[src/rtl/pipeline_stall_ctrl_pkg.sv]
// Shared encodings for the pipeline stall/flush sequencer: FSM states,
// default memory timeout and the canned per-stage control vectors.
package pipe_ctrl_pkg;

  typedef enum logic [1:0] {
    RUN      = 2'b00,
    MEM_WAIT = 2'b01,
    ERR      = 2'b10
  } state_e;

  localparam int unsigned MEM_TIMEOUT_DEFAULT = 15;

  typedef struct packed {
    logic pc_write;
    logic ifid_write;
    logic ifid_flush;
    logic idex_bubble;
    logic hold;
    logic memwb_bubble;
  } ctrl_t;

  localparam ctrl_t CTRL_ADVANCE = '{1'b1, 1'b1, 1'b0, 1'b0, 1'b0, 1'b0};
  localparam ctrl_t CTRL_FREEZE  = '{1'b0, 1'b0, 1'b0, 1'b0, 1'b1, 1'b1};
  localparam ctrl_t CTRL_LOADUSE = '{1'b0, 1'b0, 1'b0, 1'b1, 1'b0, 1'b0};
  localparam ctrl_t CTRL_FLUSH   = '{1'b1, 1'b1, 1'b1, 1'b0, 1'b0, 1'b0};
  localparam ctrl_t CTRL_RESET   = '{1'b0, 1'b0, 1'b1, 1'b1, 1'b1, 1'b1};

endpackage

[src/rtl/pipeline_stall_ctrl_hazard_detect.sv]
// Load-use comparator: a load in EX whose destination feeds the instruction in ID.
module hazard_detect (
  input  logic       memread_i,
  input  logic [4:0] rd_i,
  input  logic [4:0] rs_i,
  input  logic [4:0] rt_i,
  output logic       stall_o
);

  assign stall_o = memread_i & (rd_i != 5'd0) & ((rd_i == rs_i) | (rd_i == rt_i));

endmodule

[src/rtl/pipeline_stall_ctrl.sv]
// Stall/flush sequencer for the 5-stage pipeline (memory freeze, load-use bubble,
// branch flush, sticky memory timeout). Optional counters under STALL_STATS_EN.
module pipeline_stall_ctrl
  import pipe_ctrl_pkg::*;
#(
  parameter int unsigned MEM_TIMEOUT = MEM_TIMEOUT_DEFAULT,
  parameter int unsigned CNT_W       = 4
) (
  input  logic       clk_i,
  input  logic       rst_i,
  input  logic       IDEX_MemRead_i,
  input  logic [4:0] IDEX_RD_i,
  input  logic [4:0] IFID_RS_i,
  input  logic [4:0] IFID_RT_i,
  input  logic       Branch_taken_i,
  input  logic       EXMEM_MemAccess_i,
  input  logic       dmem_ack_i,
  output logic       dmem_req_o,
  output logic       PC_Write_o,
  output logic       IFID_Write_o,
  output logic       IFID_Flush_o,
  output logic       IDEX_Bubble_o,
  output logic       Hold_o,
  output logic       MEMWB_Bubble_o,
  output logic       timeout_o
`ifdef STALL_STATS_EN
  ,
  output logic [31:0] memstall_cycles_o,
  output logic [31:0] loaduse_count_o
`endif
);

  state_e           state_q, state_d;
  logic [CNT_W-1:0] cnt_q, cnt_d;
  logic             load_use_s;
  logic             memstall_s;
  logic             req_s;
  logic             timeout_s;
  ctrl_t            ctrl_s;

  hazard_detect u_hazard_detect (
    .memread_i (IDEX_MemRead_i),
    .rd_i      (IDEX_RD_i),
    .rs_i      (IFID_RS_i),
    .rt_i      (IFID_RT_i),
    .stall_o   (load_use_s)
  );

  // Per-cycle control decode and next-state; reset forces the NOP vector.
  always_comb begin
    state_d    = state_q;
    cnt_d      = cnt_q;
    ctrl_s     = CTRL_ADVANCE;
    timeout_s  = 1'b0;
    req_s      = (state_q != ERR) ? EXMEM_MemAccess_i : 1'b0;
    memstall_s = req_s & ~dmem_ack_i;
    case (state_q)
      RUN: begin
        if (memstall_s) begin
          ctrl_s  = CTRL_FREEZE;
          state_d = MEM_WAIT;
          cnt_d   = CNT_W'(1);
        end else if (load_use_s) begin
          ctrl_s = CTRL_LOADUSE;
        end else if (Branch_taken_i) begin
          ctrl_s = CTRL_FLUSH;
        end else begin
          ctrl_s = CTRL_ADVANCE;
        end
      end
      MEM_WAIT: begin
        if (memstall_s) begin
          ctrl_s = CTRL_FREEZE;
          if (cnt_q == CNT_W'(MEM_TIMEOUT)) begin
            state_d = ERR;
          end else begin
            cnt_d = cnt_q + CNT_W'(1);
          end
        end else begin
          state_d = RUN;
          cnt_d   = '0;
        end
      end
      ERR: begin
        ctrl_s    = CTRL_FREEZE;
        timeout_s = 1'b1;
      end
      default: begin
        ctrl_s  = CTRL_FREEZE;
        state_d = RUN;
        cnt_d   = '0;
      end
    endcase
    if (!rst_i) begin
      ctrl_s    = CTRL_RESET;
      req_s     = 1'b0;
      timeout_s = 1'b0;
    end else begin
      ctrl_s = ctrl_s;
    end
  end

  // State and wait-counter registers.
  always_ff @(posedge clk_i or negedge rst_i) begin
    if (!rst_i) begin
      state_q <= RUN;
      cnt_q   <= '0;
    end else begin
      state_q <= state_d;
      cnt_q   <= cnt_d;
    end
  end

  assign dmem_req_o     = req_s;
  assign PC_Write_o     = ctrl_s.pc_write;
  assign IFID_Write_o   = ctrl_s.ifid_write;
  assign IFID_Flush_o   = ctrl_s.ifid_flush;
  assign IDEX_Bubble_o  = ctrl_s.idex_bubble;
  assign Hold_o         = ctrl_s.hold;
  assign MEMWB_Bubble_o = ctrl_s.memwb_bubble;
  assign timeout_o      = timeout_s;

`ifdef STALL_STATS_EN
  logic [31:0] memstall_cycles_q;
  logic [31:0] loaduse_count_q;
  logic        frozen_s;
  logic        lu_event_s;

  assign frozen_s   = memstall_s & (state_q != ERR);
  assign lu_event_s = (state_q == RUN) & ~memstall_s & load_use_s;

  // Saturating stall statistics.
  always_ff @(posedge clk_i or negedge rst_i) begin
    if (!rst_i) begin
      memstall_cycles_q <= 32'd0;
      loaduse_count_q   <= 32'd0;
    end else begin
      if (frozen_s && (memstall_cycles_q != 32'hFFFF_FFFF)) begin
        memstall_cycles_q <= memstall_cycles_q + 32'd1;
      end
      if (lu_event_s && (loaduse_count_q != 32'hFFFF_FFFF)) begin
        loaduse_count_q <= loaduse_count_q + 32'd1;
      end
    end
  end

  assign memstall_cycles_o = memstall_cycles_q;
  assign loaduse_count_o   = loaduse_count_q;
`endif

endmodule

[config.mk]
export PLATFORM = sky130hd
export DESIGN_NAME = pipeline_stall_ctrl
export DESIGN_NICKNAME = d
export VERILOG_FILES = /design/src/rtl/pipeline_stall_ctrl_pkg.sv /design/src/rtl/pipeline_stall_ctrl_hazard_detect.sv /design/src/rtl/pipeline_stall_ctrl.sv
export SDC_FILE = /design/constraint.sdc
export NUM_CORES = 1
export LEC_CHECK = 0
export CAP_MARGIN = 10
export CORE_AREA = 2 2 39 41
export CTS_CLUSTER_DIAMETER = 80
export CTS_CLUSTER_SIZE = 8
export DETAILED_ROUTE_END_ITERATION = 16
export DIE_AREA = 0 0 41 43
export HOLD_SLACK_MARGIN = 0.06
export PLACE_DENSITY = 0.79
export SLEW_MARGIN = 5
export SYNTH_ARGS = -nofsm -noshare
export SYNTH_HDL_FRONTEND = slang
export SYNTH_SLANG_ARGS = --single-unit
[constraint.sdc]
create_clock -name clk_i -period 3.65 [get_ports clk_i]
set_input_delay 0.5475 -clock clk_i [delete_from_list [all_inputs] [get_ports clk_i]]
set_output_delay 0.5475 -clock clk_i [all_outputs]
set_load 0.05 [all_outputs]
### After elaboration in Yosys (flattened, before gate mapping)

Cells that the tools add are included.

* muxes and demuxes: 18
* reduce and logical (&&, ||, !) cells: 4
* $add $sub $neg: 1
* bitwise gates (word level): 6
* equality and inequality tests: 9

Operator list (count)
* two-way mux 6 bit: 4
* two-way mux 4 bit: 4
* case mux 4 bit (3 select lines): 1
* case mux 6 bit (2 select lines): 1
* == test 5 bit: 2
* two-way mux 2 bit: 3
* != test 3 bit (second input constant): 2
* case mux 2 bit (3 select lines): 1
* AND reduction 3 bit: 2
* nonzero test 5 bit: 1
* adder 4 x 1 -> 4 bit (second input constant): 1
* == test 4 bit (second input constant): 1
* two-way mux 1 bit: 4
* != test 2 bit (second input constant): 2
* bitwise AND 1 bit: 3
* == test 2 x 1 -> 1 bit (second input constant): 1
* == test 2 bit (second input constant): 1
* logical NOT 2 bit: 1
* NOT 1 bit: 2
* OR 1 bit: 1

* register bits: 6
* output and inout port bits: 8
* logic and storage cells: 40
* input port bits: 21

### Depth between registers and ports, before layout

Gate-level depths: netlist of run 1.

* word-level depth: 7
* mapped depth: 5
* depth with buffers taken out: 4

### Cells and area by module

Synthesis of run 1 repeated with hierarchy kept, for this count alone.

* cells, all modules: 61
* area total of the unflattened synthesis: 510.5 µm²

By module, submodules not included
* pipeline_stall_ctrl: times used 1, area each 385.4 µm², sequential area each 150.1 µm², cells each 44
* hazard_detect: times used 1, area each 125.1 µm², sequential area each 0.0 µm², cells each 17

### Least setup slack after synthesis of run 1

OpenSTA, ideal clock, no wires.

* kind: input to output
* start point: input EXMEM_MemAccess_i
* end point: output PC_Write_o
* path slack: 574 ps
* data required time: 3102 ps
* arrival: 2529 ps
* cell stages on the path: 4
* buffers on the path: 1
* path through: nor2b_1 or3_1 a31oi_1 buf_4

* word-level cells in the longest chain between the ends: 5
* elaborated cells on any way between the ends: 6
* classes of those cells: mux (5); bitwise (1)

Ends and longest elaborated chain
* start, declared: RTL line pipeline_stall_ctrl.sv:16 `input logic EXMEM_MemAccess_i,`
* two-way mux 1 bit (*): RTL line pipeline_stall_ctrl.sv:55 `req_s = (state_q != ERR) ? EXMEM_MemAccess_i : 1'b0;`
* bitwise AND 1 bit (*): RTL line pipeline_stall_ctrl.sv:56 `memstall_s = req_s & ~dmem_ack_i;`
* two-way mux 6 bit, on equally long branches: RTL line pipeline_stall_ctrl.sv:72, pipeline_stall_ctrl.sv:59
* case mux 6 bit (2 select lines) (*): RTL line pipeline_stall_ctrl.sv:57 `case (state_q)`
* two-way mux 6 bit (*): RTL line pipeline_stall_ctrl.sv:94 `if (!rst_i) begin`
* end, declared: RTL line pipeline_stall_ctrl.sv:19 `output logic PC_Write_o,`

Every way passes the cells marked *; elsewhere a longest branch is shown, timed or not.

### Worst setup path in the final report of run 1

* start point: input IDEX_RD_i[1]
* end point: output IFID_Flush_o

* word-level cells in the longest chain between the ends: 7
* elaborated cells on any way between the ends: 10
* classes of those cells: eq/ne (2); mux (4); bitwise (3); reduce/logical (1)

Ends and longest elaborated chain
* start, declared: RTL line pipeline_stall_ctrl.sv:12 `input logic [4:0] IDEX_RD_i,`
* == test 5 bit or nonzero test 5 bit (tied branches): RTL line pipeline_stall_ctrl_hazard_detect.sv:10 `assign stall_o = memread_i & (rd_i != 5'd0) & ((rd_i == rs_i) | (rd_i == rt_i));`
* OR 1 bit or bitwise AND 1 bit (tied branches): RTL line pipeline_stall_ctrl_hazard_detect.sv:10
* bitwise AND 1 bit (*): RTL line pipeline_stall_ctrl_hazard_detect.sv:10
* two-way mux 6 bit (*): RTL line pipeline_stall_ctrl.sv:63 `end else if (load_use_s) begin`
* two-way mux 6 bit (*): RTL line pipeline_stall_ctrl.sv:59 `if (memstall_s) begin`
* case mux 6 bit (2 select lines) (*): RTL line pipeline_stall_ctrl.sv:57
* two-way mux 6 bit (*): RTL line pipeline_stall_ctrl.sv:94
* end, declared: RTL line pipeline_stall_ctrl.sv:21 `output logic IFID_Flush_o,`

Marked as above.

==> results of run 1 <==
## placed cells by master, fill, tap and decap left out
master,instances
clkdlybuf4s50_1,26
xnor2_1,10
nand2_1,6
dfrtp_1,6
nand3_1,4
o22ai_1,4
clkbuf_4,3
buf_4,3
nor2b_1,2
inv_1,2
a21oi_1,2
a31oi_1,2
nor2_1,2
o21ai_0,2
or4_1,1
o21a_1,1
nor3_1,1
a31o_1,1
or3_1,1
and3_1,1
nand3b_1,1
nand2b_1,1
or2_2,1
nand4_1,1
mux2i_1,1
o22a_1,1
mux2_2,1
ha_1,1
## stage by stage
stage | power (uW) | setup slack (ns) | utilization, % | cell area [sq um] | hold WS [ns]
2_1_floorplan | 96.59 | 0.5736 | - | 490.5 | 0.2519
3_3_place_gp | 128.9 | 0.3753 | 56.24 | 778.2 | 0.5360
3_5_place_dp | 129.7 | 0.3634 | 56.24 | 778.2 | 0.5383
4_1_cts | 193.1 | 0.3703 | 57.87 | 800.8 | 0.5569
5_1_grt | 204.6 | 0.2992 | 57.87 | 800.8 | 0.5857
6_report | 190.5 | 0.3499 | 57.87 | 800.8 | 0.5577
## power by group
part           internal (uW)  switching (uW)  leakage (uW)  total [uW]
clock network           37.2            24.2     0.0000138        61.4
logic                   34.7            23.7      0.000233        58.4
registers               68.4            2.24     0.0000754        70.7
total                    140            50.1      0.000322         190
## critical path: stages
cell	delay [ns]
clkdlybuf4s50_1	0.47
or4_1	0.55
o21a_1	0.21
a31oi_1	0.16
clkdlybuf4s50_1	0.81
## worst paths after layout
kind	end	slack (ns)	depth (start not counted)
hold reg to reg	state_q[1]$_DFFE_PN0P_	0.56	2
setup / recovery	IFID_Flush_o	0.35	5
setup reg to reg	cnt_q[0]$_DFFE_PN0P_	2.41	4
max in group asynchronous	cnt_q[0]$_DFFE_PN0P_	2.91	2
min in group asynchronous	cnt_q[3]$_DFFE_PN0P_	0.60	2
hold / removal	state_q[1]$_DFFE_PN0P_	0.56	2
## cell families after synthesis
logic type / Yosys count / synth area share [%]
AOI/OAI and AO/OA: 13 / 16.84
xor gates and xnor gates: 10 / 17.86
buffers and inverters: 4 / 4.592
and+or+nand+nor: 22 / 23.22
DFF: 6 / 30.61
muxes: 2 / 4.337
adders and majority gates: 1 / 2.551
## state kept, by name, indices dropped and copies added, names as in the netlist
register and count:
state_q 2, cnt_q 4
## routing by layer
layer  vias to the layer above  track usage, %
li1                        269               -
met1                       235           22.77
met2                        17           30.94
met3                         0           6.283
met4                         0           4.000
met5                         -               0
## final cells by class
class                           count  area (sq um)
Fill cell                         137         583.1
Multi-Input combinational cell     48         317.8
Timing Repair Buffer               29         282.8
Sequential cell                     6         150.1
Clock buffer                        3         22.52
Tap cell                           16         20.02
Inverter                            2         7.507
==> metrics, run 1 <==
CTS tree=built; CTS Buffer Depth=2; Initial Util=a little over a third; CTS root buf=clkbuf_4; clk slew on worst S/H paths=0.04 ns; CP max FO=3; Achievable Freq=0.3030 GHz; met1 WL=604 microns; Final Non-Filler Cells=between 100 and 150; GRT overflow=0; Pre-antenna DRT Iters=4; register area share after synthesis=30.61%; mean post-synth cell area=8.456 sq um; WL/cell=between 10 and 15 microns; critical path class=input port to output port; nets=approximately 110; Post-synth top cells=10 x xnor2_1, 6 x dfrtp_1, 6 x nand2_1; worst hold path class=flop to flop; Hold Vio Cnt, Final=0; Worst VDD drop=0.1509 mV; Total Routing Usage GR=between 10% and 20%; async set-reset flop share out of synthesis=100.0%; max layer used=met3; Mapped Cells=58; Power Dens Cells=about 240 mW/mm^2; # IOs=29; maxcap violations=0; Skew-Pair Late Insertion Delay=0.25 ns; # DRC=0; DR iter-0 viols=17; Setup Viol. Count Final=0; Die W=between 40 and 50 microns; Net Count, Synth=80; Yosys reg bits=6; final period utilization=90.41%; RD Place Congestion=roughly 0.76; H-tree levels=1; Critical Path RT=between 3 and 4 ns; global-route wire length before repair=approximately 2200 microns; met3 WL=64 microns; met2 WL=681 microns; DP HPWL=roughly 1100 microns; Die Y=43 microns; largest net degree at the start of global routing=9; synth warn=0; total placed cells including tap cells=101; area share of the largest cell type after synthesis=30.61%; cts repair resizes=0; port bufs=28; Worst setup startpoint=IDEX_RD_i[1]; CP startpoint kind=input port; Hold Crit Start=state_q[1]$_DFFE_PN0P_; synth unique cells=26; Cell Area, Synth=490.5 sq um; CP arrival=roughly 2.8 ns; Clock Skews=0.01023 ns; Die ar.=0.001763 sq mm; standard-cell row count=14; status=finished clean; area added between synthesis and finish=63.27%; most frequent cell after synthesis=xnor2_1; drt total wl=1350 microns; worst-margin pin slew=approximately 0.51 ns; CTS sink cnt=6; final worst path period need=around 3.3 ns; Post-synth EDFFs=0; area leader, netlist=dfrtp_1; average via count per standard cell=~5; CTS buffer count=3; Slew Limit Fails=0; setup TNS=0 ns; Pleak=0.0003219 uW; post-route antenna net violation count=0; unrepaired setup endpoints after global routing=false; synth top area cells=dfrtp_1 31%, xnor2_1 18%, o22ai_1 5.1%; area of the core=0.001384 sq mm; hold-fix buffers at CTS=0; CP endpoint kind=output port; Post-CTS Setup Bufs=0; ys flop type=dfrtp_1; share of cells above drive strength 1=9.091%; # diodes=0; Slew headroom=66.20%; initial antenna violation count=0; reg2reg start=cnt_q[0]$_DFFE_PN0P_; vias in the first global route=515; total number of vias=521
Note: power is estimated with default switching activity, not from simulation.
==> run 2, diff against run 1 <==
--- a/config.mk
+++ b/config.mk
@@ -6,14 +6,16 @@
 export NUM_CORES = 1
 export LEC_CHECK = 0
 export CAP_MARGIN = 10
-export CORE_AREA = 2 2 39 41
+export CORE_UTILIZATION = 39
+export CTS_BUF_LIST = sky130_fd_sc_hd__clkbuf_8
 export CTS_CLUSTER_DIAMETER = 80
 export CTS_CLUSTER_SIZE = 8
 export DETAILED_ROUTE_END_ITERATION = 16
-export DIE_AREA = 0 0 41 43
 export HOLD_SLACK_MARGIN = 0.06
-export PLACE_DENSITY = 0.79
+export PLACE_DENSITY = 0.82
+export REMOVE_ABC_BUFFERS = 1
 export SLEW_MARGIN = 5
 export SYNTH_ARGS = -nofsm -noshare
 export SYNTH_HDL_FRONTEND = slang
+export SYNTH_HIERARCHICAL = 1
 export SYNTH_SLANG_ARGS = --single-unit
==> metrics, run 2 <==
Worst VDD drop=0.2412 mV; nets=114; vias in the first global route=500; Clk pwr share=between 40 and 50%; number of fillers in the final layout=89; synth unique cells=27; max reg flops=4; cts repair resizes=0; initial antenna violation count=0; most frequent cells in the layout=25 x clkdlybuf4s50_1, 8 x nand2_1, 6 x dfrtp_1, 6 x xor2_1; maxcap violations=0; worst hold path class=flop to flop; switching part of the total=22.22%; share of cells above drive strength 1=between 10% and 20%; Psw=47.63 uW; area leader, netlist=dfrtp_1; CP max FO=3; Core Util, Final=71.54%; WL/cell=12.80 microns; CTS Buffer Depth=2; status=finished clean; Logic pwr share=23.4%; Largest Register=cnt_q; Hold Vio Cnt, Final=0; CTS sink cnt=6; Total Routing Usage GR=21.36%; drt total wl=1331 microns; DR iter-0 viols=2; GRT overflow=0; Mapped Cells=a little over 60; Setup Viol. Count Final=0; Clock Skews=0.003968 ns; CP endpoint kind=output port; Internal=approximately 170 uW; total number of vias=529; Skew-Pair Late Insertion Delay=about 0.22 ns; synth top area cells=dfrtp_1 29%, xor2_1 10%, xnor2_1 6.9%; CTS root buf=clkbuf_8; Power Dens Cells=259.2 mW/mm^2; # IOs=29; area share of the largest cell type after synthesis=29.41%; average via count per standard cell=5.087; Achievable Freq=0.3028 GHz; Pleak=0.0003475 uW; global-route wire length before repair=between 2000 and 2500 microns; Die Y=38.18 microns; RD Place Congestion=0.7679; Seq pwr share=a little over 30%; Largest regs=cnt_q x4, state_q x2; CTS buffer count=3; synth warn=6; Post-synth top cells=8 x nand2_1, 6 x dfrtp_1, 6 x xor2_1; most frequent cell after synthesis=nand2_1; hold-fix buffers at CTS=0; Die ar.=0.001458 sq mm; # diodes=0; setup TNS=0 ns; CTS tree=built; area added between synthesis and finish=62.01%; CP arrival=2.76 ns; clk slew on worst S/H paths=0.04 ns; Post-CTS Setup Bufs=0; final period utilization=90.49%; Pre-antenna DRT Iters=3; final worst path period need=between 3 and 4 ns; Initial Util=44.16%; Die W=38.18 microns; # DRC=0; CP startpoint kind=input port; post-route antenna net violation count=0; DP HPWL=about 1100 microns; port bufs=28; standard-cell row count=12; Slew headroom=66.17%; commonest non-fill, non-tap cell in the layout=clkdlybuf4s50_1; ys flop type=dfrtp_1; area of the core=around 0.0012 sq mm; critical path class=input port to output port; unrepaired setup endpoints after global routing=false; Post-synth EDFFs=0; register area share after synthesis=29.41%; async set-reset flop share out of synthesis=100.0%; Slew Limit Fails=0; mean post-synth cell area=8.369 sq um; Critical Path RT=3.10 ns; H-tree levels=1; worst-margin pin slew=about 0.51 ns; Yosys reg bits=6; Cell Area, Synth=approximately 510 sq um; largest net degree at the start of global routing=13
-- run 2: final timing paths --
check	start	end	slack, ns	depth (start not counted)
max in group asynchronous	rst_i	cnt_q[1]$_DFFE_PN0P_	2.71	1
hold / removal	cnt_q[0]$_DFFE_PN0P_	cnt_q[0]$_DFFE_PN0P_	0.58	1
min in group asynchronous	rst_i	state_q[0]$_DFFE_PN0P_	0.64	1
hold reg to reg	cnt_q[0]$_DFFE_PN0P_	cnt_q[0]$_DFFE_PN0P_	0.58	1
setup reg to reg	cnt_q[0]$_DFFE_PN0P_	cnt_q[0]$_DFFE_PN0P_	2.38	4
setup / recovery	IDEX_RD_i[0]	IDEX_Bubble_o	0.35	8
-- run 2: through the flow --
step	instance area [sq um]	worst slack (ns)	hold slack, ns	total power (uW)	cells
after global placement	785.8	0.4150	0.5572	117.4	101
final	827.0	0.3473	0.5796	214.4	104
after global routing	827.0	0.2043	0.6050	222.6	104
after CTS	827.0	0.3329	0.5814	216.4	104
after floorplan	495.5	0.6403	0.2519	86.21	59
after detailed placement	785.8	0.3327	0.5677	118.0	101
-- run 2: cells by family after synthesis --
group	Yosys count	synth area share, %
buf+inv	4	4.411
fa+ha+maj	1	2.451
mux	2	3.922
flops	6	29.41
simple gates	25	26.72
compound gates	13	15.93
xor+xnor	10	17.16
-- run 2: area by class of cell --
class                   instances  area, sq um  share of cell area (%)
inverters                       2        7.507                  0.9077
multi-input cells              51        337.8                   40.85
clock buffers                   3        41.29                   4.992
well taps                      14        17.52                   2.118
flip-flops and latches          6        150.1                   18.15
repair buffers                 28        272.8                   32.98
-- run 2: routing by layer --
layer / routed length, microns / vias to the layer above / part of all wire, % / global-route usage, %
li1: - / 277 / - / -
met1: 602 / 235 / 45 / 28.15
met2: 646 / 15 / 49 / 34.75
met3: 68 / 2 / 5.1 / 7.558
met4: 13 / 0 / 0.98 / 1.786
met5: 0 / - / 0 / 0
-- run 2: power groups by stage --
stage / registers (uW) / clock network [uW] / logic, uW
global route: 66.9 / 102 / 53.7
global placement: 67.7 / 0 / 49.7
detailed placement: 67.7 / 0 / 50.3
floorplan: 67.8 / 0 / 18.5
CTS: 66.9 / 99.0 / 50.5
finish: 66.9 / 97.3 / 50.1
-- run 2: critical path, stage by stage --
cell and delay [ns]:
clkdlybuf4s50_1 0.47, xor2_1 0.19, nor3_1 0.19, nand3_1 0.09, a21oi_1 0.21, nand2_1 0.09, o21ai_0 0.15, clkdlybuf4s50_1 0.82
==> run 3, diff against run 2 <==
--- a/config.mk
+++ b/config.mk
@@ -19,3 +19,4 @@
 export SYNTH_HDL_FRONTEND = slang
 export SYNTH_HIERARCHICAL = 1
 export SYNTH_SLANG_ARGS = --single-unit
+export TNS_END_PERCENT = 50
==> results of run 3 <==
Final layout, timing and power as in run 2 (identical DEF).
